--- src/rtl/avmm_mux_1to4.sv ---
`default_nettype none
// ============================================================================
// Module   : avmm_mux_1to4
// Brief    : Avalon-MM 1-to-4 address-decoding demux with single-outstanding
//            read tracking and read-response return path.
// Revision : 1.0 - initial release
// ============================================================================
module avmm_mux_1to4 #(
  parameter int ADDR_WIDTH = 32,
  parameter int DATA_WIDTH = 32,
  parameter int SEL_LSB    = 12
) (
  input  logic                        clk,
  input  logic                        reset,
  input  logic [ADDR_WIDTH-1:0]       m_address,
  input  logic                        m_read,
  input  logic                        m_write,
  input  logic [DATA_WIDTH-1:0]       m_writedata,
  input  logic [DATA_WIDTH/8-1:0]     m_byteenable,
  output logic [DATA_WIDTH-1:0]       m_readdata,
  output logic                        m_readdatavalid,
  output logic                        m_waitrequest,
  output logic [4*ADDR_WIDTH-1:0]     s_address,
  output logic [3:0]                  s_read,
  output logic [3:0]                  s_write,
  output logic [4*DATA_WIDTH-1:0]     s_writedata,
  output logic [4*DATA_WIDTH/8-1:0]   s_byteenable,
  input  logic [4*DATA_WIDTH-1:0]     s_readdata,
  input  logic [3:0]                  s_readdatavalid,
  input  logic [3:0]                  s_waitrequest
);

  localparam int c_BE_W = DATA_WIDTH / 8;

  logic       r_pending;
  logic [1:0] r_pend_sel;

  logic [1:0] w_sel;
  logic       w_rsp_valid;
  logic       w_blocked;
  logic       w_rd_accept;

  assign w_sel       = m_address[SEL_LSB+1:SEL_LSB];
  assign w_rsp_valid = r_pending & s_readdatavalid[r_pend_sel];
  assign w_blocked   = reset | (r_pending & ~s_readdatavalid[r_pend_sel]);

  assign m_waitrequest = w_blocked | s_waitrequest[w_sel];

  // A read+write collision is tracked as a read so its response is not lost.
  assign w_rd_accept = m_read & ~m_waitrequest;

  // Pending is still set during the synchronous-reset cycle, so gate here.
  assign m_readdatavalid = w_rsp_valid & ~reset;
  assign m_readdata      = s_readdata[r_pend_sel*DATA_WIDTH +: DATA_WIDTH];

  for (genvar gi = 0; gi < 4; gi++) begin : g_agent
    assign s_address[gi*ADDR_WIDTH +: ADDR_WIDTH] = m_address;
    assign s_writedata[gi*DATA_WIDTH +: DATA_WIDTH] = m_writedata;
    assign s_byteenable[gi*c_BE_W +: c_BE_W] = m_byteenable;
    assign s_read[gi]  = m_read  & (w_sel == 2'(gi)) & ~w_blocked;
    assign s_write[gi] = m_write & (w_sel == 2'(gi)) & ~w_blocked;
  end

  always_ff @(posedge clk) begin
    if (reset) begin
      r_pending  <= 1'b0;
      r_pend_sel <= 2'd0;
    end else if (w_rd_accept) begin
      r_pending  <= 1'b1;
      r_pend_sel <= w_sel;
    end else if (w_rsp_valid) begin
      r_pending  <= 1'b0;
    end
  end

endmodule
`default_nettype wire

--- config.mk ---
export PLATFORM = sky130hd
export DESIGN_NAME = avmm_mux_1to4
export DESIGN_NICKNAME = d
export VERILOG_FILES = /design/src/rtl/avmm_mux_1to4.sv
export SDC_FILE = /design/constraint.sdc
export NUM_CORES = 1
export LEC_CHECK = 0
export CORE_AREA = 2 2 202 204
export CTS_BUF_LIST = sky130_fd_sc_hd__clkbuf_8
export DETAILED_ROUTE_END_ITERATION = 8
export DIE_AREA = 0 0 204 206
export MAX_ROUTING_LAYER = met4
export PLACE_DENSITY = 0.47
export SYNTH_ARGS = -nofsm -noshare
export SYNTH_HDL_FRONTEND = slang
export SYNTH_SLANG_ARGS = --single-unit
export TNS_END_PERCENT = 20
--- constraint.sdc ---
create_clock -name clk -period 3 [get_ports clk]
set_input_delay 0.6 -clock clk [delete_from_list [all_inputs] [get_ports clk]]
set_output_delay 0.6 -clock clk [all_outputs]
set_load 0.01 [all_outputs]
# ---- After elaboration in Yosys (flattened, before gate mapping)
# Cells that the tools add are included.
# W data, S select, Z words.
dict set report op_classes {
  n_bitwise 26
  n_eq_ne 3
  order_cmp 2
  mux 6
  shifts 1
  n_reduce_logical 2
}
# op count
set ops {}
lappend ops {{$shiftx A128 B8 Y32} 1}
lappend ops {{$and A1 B1 Y1} 20}
lappend ops {{$lt A2 B3 Y1 const B} 2}
lappend ops {{$bmux W1 S2} 2}
lappend ops {{$eq A2 B2 Y1 const B} 2}
lappend ops {{$mux W1} 4}
lappend ops {{$not A1 Y1} 4}
lappend ops {{$eq A2 B1 Y1 const B} 1}
lappend ops {{$logic_not A2 Y1} 1}
lappend ops {{$or A1 B1 Y1} 2}
lappend ops {{$reduce_bool A2 Y1} 1}
dict set report totals {
  output_inout_bits 314
  elab_cells 42
  inputBits 208
  register_bits 3
}

# ---- Logic depth before layout (Yosys ltp)
# Gate-level depths: netlist of run 1.
dict set report logic_depth {
  depth_word 9
  mapped_depth 5
}

# ---- Worst setup path after synthesis of run 1
# OpenSTA, ideal clock, no wires.
dict set report synth_timing {
  path_kind {input -> output}
  start {input s_readdatavalid[3]}
  end {output s_write[1]}
  path_buffers 0
  setup_slack_ns 0.896
  arrival_time_ns 1.504
  t_required_ns 2.400
  stages 4
  cell_sequence {mux4_2 o21a_1 nand2_1 nor2_1}
}
dict set report synth_between {
  elab_chain_len 7
}
# element line
set synth_lines {}
lappend synth_lines {{start: declaration} 29} ;# input logic [3:0] s_readdatavalid,
lappend synth_lines {{$bmux W1 S2} 45} ;# assign w_blocked = reset | (r_pending & ~s_readdatavalid[r_pend_sel]);
lappend synth_lines {{$mux W1 (not written as such)} 45}
lappend synth_lines {{$not A1 Y1} 45}
lappend synth_lines {{$and A1 B1 Y1} 45}
lappend synth_lines {{$or A1 B1 Y1} 45}
lappend synth_lines {{$not A1 Y1} 61} ;# assign s_write[gi] = m_write & (w_sel == 2'(gi)) & ~w_blocked;
lappend synth_lines {{$and A1 B1 Y1} 61}
lappend synth_lines {{end: declaration} 25} ;# output logic [3:0] s_write,
# Every way passes these cells. The select of a mux whose other input is x is not followed.

# ---- Final worst setup path of run 1
dict set report layout_timing {
  start {input s_readdatavalid[3]}
  end {output s_read[3]}
}
dict set report layout_between {
  elab_chain_len 7
}
# element line
set layout_lines {}
lappend layout_lines {{$bmux W1 S2} 45}
lappend layout_lines {{$mux W1 (not written as such)} 45}
lappend layout_lines {{$not A1 Y1} 45}
lappend layout_lines {{$and A1 B1 Y1} 45}
lappend layout_lines {{$or A1 B1 Y1} 45}
lappend layout_lines {{$not A1 Y1} 60} ;# assign s_read[gi] = m_read & (w_sel == 2'(gi)) & ~w_blocked;
lappend layout_lines {{$and A1 B1 Y1} 60}
lappend layout_lines {{end: declaration} 24} ;# output logic [3:0] s_read,
# Every way passes these cells. The select of a mux whose other input is x is not followed.

==> results.md, run 1 <==
- Status: complete, no violations
- Critical Path Source Type: primary input
- Final Max Tran Viols: 0
- Clock edge transition at the registers on the reported setup and hold paths: about 0.030 ns
- Critical path required time: 2.40 ns
- Later-pin clock latency in the skew report: roughly 0.22 ns
- Bufs on Longest Clock Path: 2
- Total Die Area: 42,000 um2
- Class of the most critical setup path: primary input to primary output
- Post-synth top area share: 66.4%
- Synth warn: 0
- Layout cell share with drive strength beyond 1: approximately a fifth
- Launching instance or port of the critical path: s_readdatavalid[3]
- Synth area leaders: buf_4 66%, mux4_2 25%, dfxtp_1 2.0%, nor2_1 0.98%, buf_6 0.73%
- Root cell of the clock tree: clkbuf_8
- Ratio of total power to cell area: 161 nW/um2
- Total routed wirelength: 11,100 um
- Total of buffers placed on input and output ports: 191
- Worst min-delay path class: flop to flop
- Final hold vios: 0
- Post-Route M1 WL: 2330 um
- Final ANT Viol Nets: 0
- Post-synth top area cell: buf_4
- Average wire per standard cell: roughly 14 um
- Top layer in use: met4
- Post-detailed-placement half-perimeter wirelength: roughly 10000 um
- Arrival time at the worst endpoint: 2.40 ns
- Beginning of the worst register-to-register path: r_pend_sel[0]
- Highest ir drop seen on vdd: 0.0873 mV
- Overall global routing resource usage: 4.58%
- Power after layout: 596 uW
- Global-route wire length before repair: 13,800 um
- Syn Inst Count: 346
- Synthesized cell area: 3070 um2
- Global placer's final weighted congestion: 0.800
- Maximum number of pins on one net before global-route repair: 25
- Post-synth net total: 554
- Sequential-to-total area share from yosys stat: between 1.5 and 2%
- Clock tree skew after final layout: 0.00405 ns
- Sum of met3 wire segment lengths after detailed routing: 2180 um
- Vias in the first global route: between 1,500 and 2,000
- Via/cell ratio: 2.39
- Vias after detailed routing: 1,926
- Largest driver fanout on the critical path: 5
- Critical path endpoint category: primary output
- Register-to-register setup slack: 1.24 ns
- Clock sink count: 3
- Met2 Wirelength: 5650 um
- Startpoint of the most critical hold path: r_pending
- Clock buffer count from CTS: 3
- Total congestion overflow: 0
- Die height: roughly 210 um
- Avg Inst Size Synth: slightly below 9 um2
- Maximum capacitance violations: 0
- Die span in x: 204 um
- Post-route core utilization: 9.23%
- Cell variety after synth: 19
- Starting density of the core: under 10%
- Total negative setup slack: 0 ns
- Core area: between 40,000 and 50,000 um2
- Critical path destination: s_read[3]
- TritonCTS clock tree: done
- NumNets Final: around 480
- I/O pin count: 522
- Clock period minus worst slack: 3.00 ns
- Max H-tree Level: 1
- Part of the cycle the worst path needs: approximately 100%
- Layout overhead on the synthesized area: 20.7%
- Final setup vio count: 0
- Standard-cell rows: 74
- DRC errors left: 0
- First DRT Iteration DRCs: ~60
- Setup repair after global routing missed its margin: true
- Tightest Pin Transition: 0.348 ns
- Worst reg2reg path endpoint: r_pend_sel[0]
- Static leakage: 0.00118 uW
- Drt first pass iters: 4
- Post-synthesis sequential element count: 3
- Worst Reg-to-Reg Cells: 5
- Tightest slew margin relative to the limit: 76.8%
- Fmax: about 0.33 GHz
- Number of antenna violations at the first check in global routing: 1
registers in the layout (all words and copies together) (netlist names):
register / flops
r_pending: 1
r_pend_sel: 2
report_power, final:
part | internal, uW | switching (uW)
Combinational | 310 | 127
Sequential | 42.3 | 2.00
Clock | 87.2 | 27.7
cells in the mapped netlist (all sizes together):
cell and count:
buf 276, mux4 34, nor2 8, clkbuf 4
a21oi 3, dfxtp 3, inv 3, nand2 3
nand2b 2, nand3 2, nor3 2, o21ai 2
and3 1, o211a 1, o211ai 1, o21a 1
layout by cell type, fill, tap and decap left out, types with 2 or more instances in the layout:
master,n
buf_4,10
dfxtp_1,2
dlygate4sd2_1,4
nand2_1,2
clkbuf_8,3
dlymetal6s2s_1,4
nand2b_1,2
mux4_2,34
nor3_1,2
clkdlybuf4s50_1,183
a21oi_1,3
o21ai_0,2
inv_1,4
nor2_1,8
nand3_1,2
layout make-up:
| cell class | count | area [um2] |
|---|---|---|
| Clock buffer | 3 | 41.3 |
| Tap cell | 532 | 666 |
| Inverter | 3 | 11.3 |
| Sequential cell | 3 | 61.3 |
| Fill cell | 4646 | 36500 |
| Clock inverter | 1 | 3.75 |
| Multi-Input combinational cell | 60 | 912 |
| Timing Repair Buffer | 202 | 2010 |
| Antenna cell | 1 | 2.50 |
worst min path at each step:
stage	slack, ns	end	cells past startpoint
finish	0.72	r_pending	4
global route	0.79	r_pending	4
CTS	0.72	r_pending	4
detailed placement	0.70	r_pending	4
floorplan	0.62	r_pending	4
global placement	0.73	r_pending	4
worst max-delay path, cell delays in order:
cell and delay [ns]:
clkdlybuf4s50_1 0.40, mux4_2 0.56, o211ai_4 0.25, nor2_1 0.10
clkdlybuf4s50_1 0.48
logic make-up after synthesis:
family / Yosys count / synth area share, %
compound gates: 8 / 2.08
buf+inv: 283 / 68.5
flops: 3 / 1.95
mux: 34 / 24.9
simple gates: 18 / 2.60
metal layers:
metal	vias up	GRT usage (%)
met3	97	2.59
li1	727	-
met4	0	3.86
met2	304	8.76
met5	-	-
met1	798	2.77
through the flow:
| stage | setup WS, ns | std cells | hold WS (ns) | instance area [um2] |
|---|---|---|---|---|
| floorplan | 0.896 | 346 | 0.618 | 3070 |
| global placement | -0.0787 | 799 | 0.730 | 3650 |
| detailed placement | -0.0803 | 799 | 0.705 | 3650 |
| CTS | -0.0367 | 804 | 0.717 | 3700 |
| global route | -0.0352 | 805 | 0.786 | 3710 |
| finish | 0.00157 | 805 | 0.721 | 3710 |
what timing repair did:
item | 4_1_cts | 5_1_grt
setup endpoints to repair | 5 | 5
buffers inserted | 1 | 0
hold buffers | 0 | 0
gates resized for setup | 5 | 4
Power figures use the tool's default switching activity.
==> run 2: changes to the inputs <==
Settings changed: CTS_CLUSTER_SIZE set to 8.
==> results of run 2 <==
Final layout, timing and power as in run 1 (identical DEF).
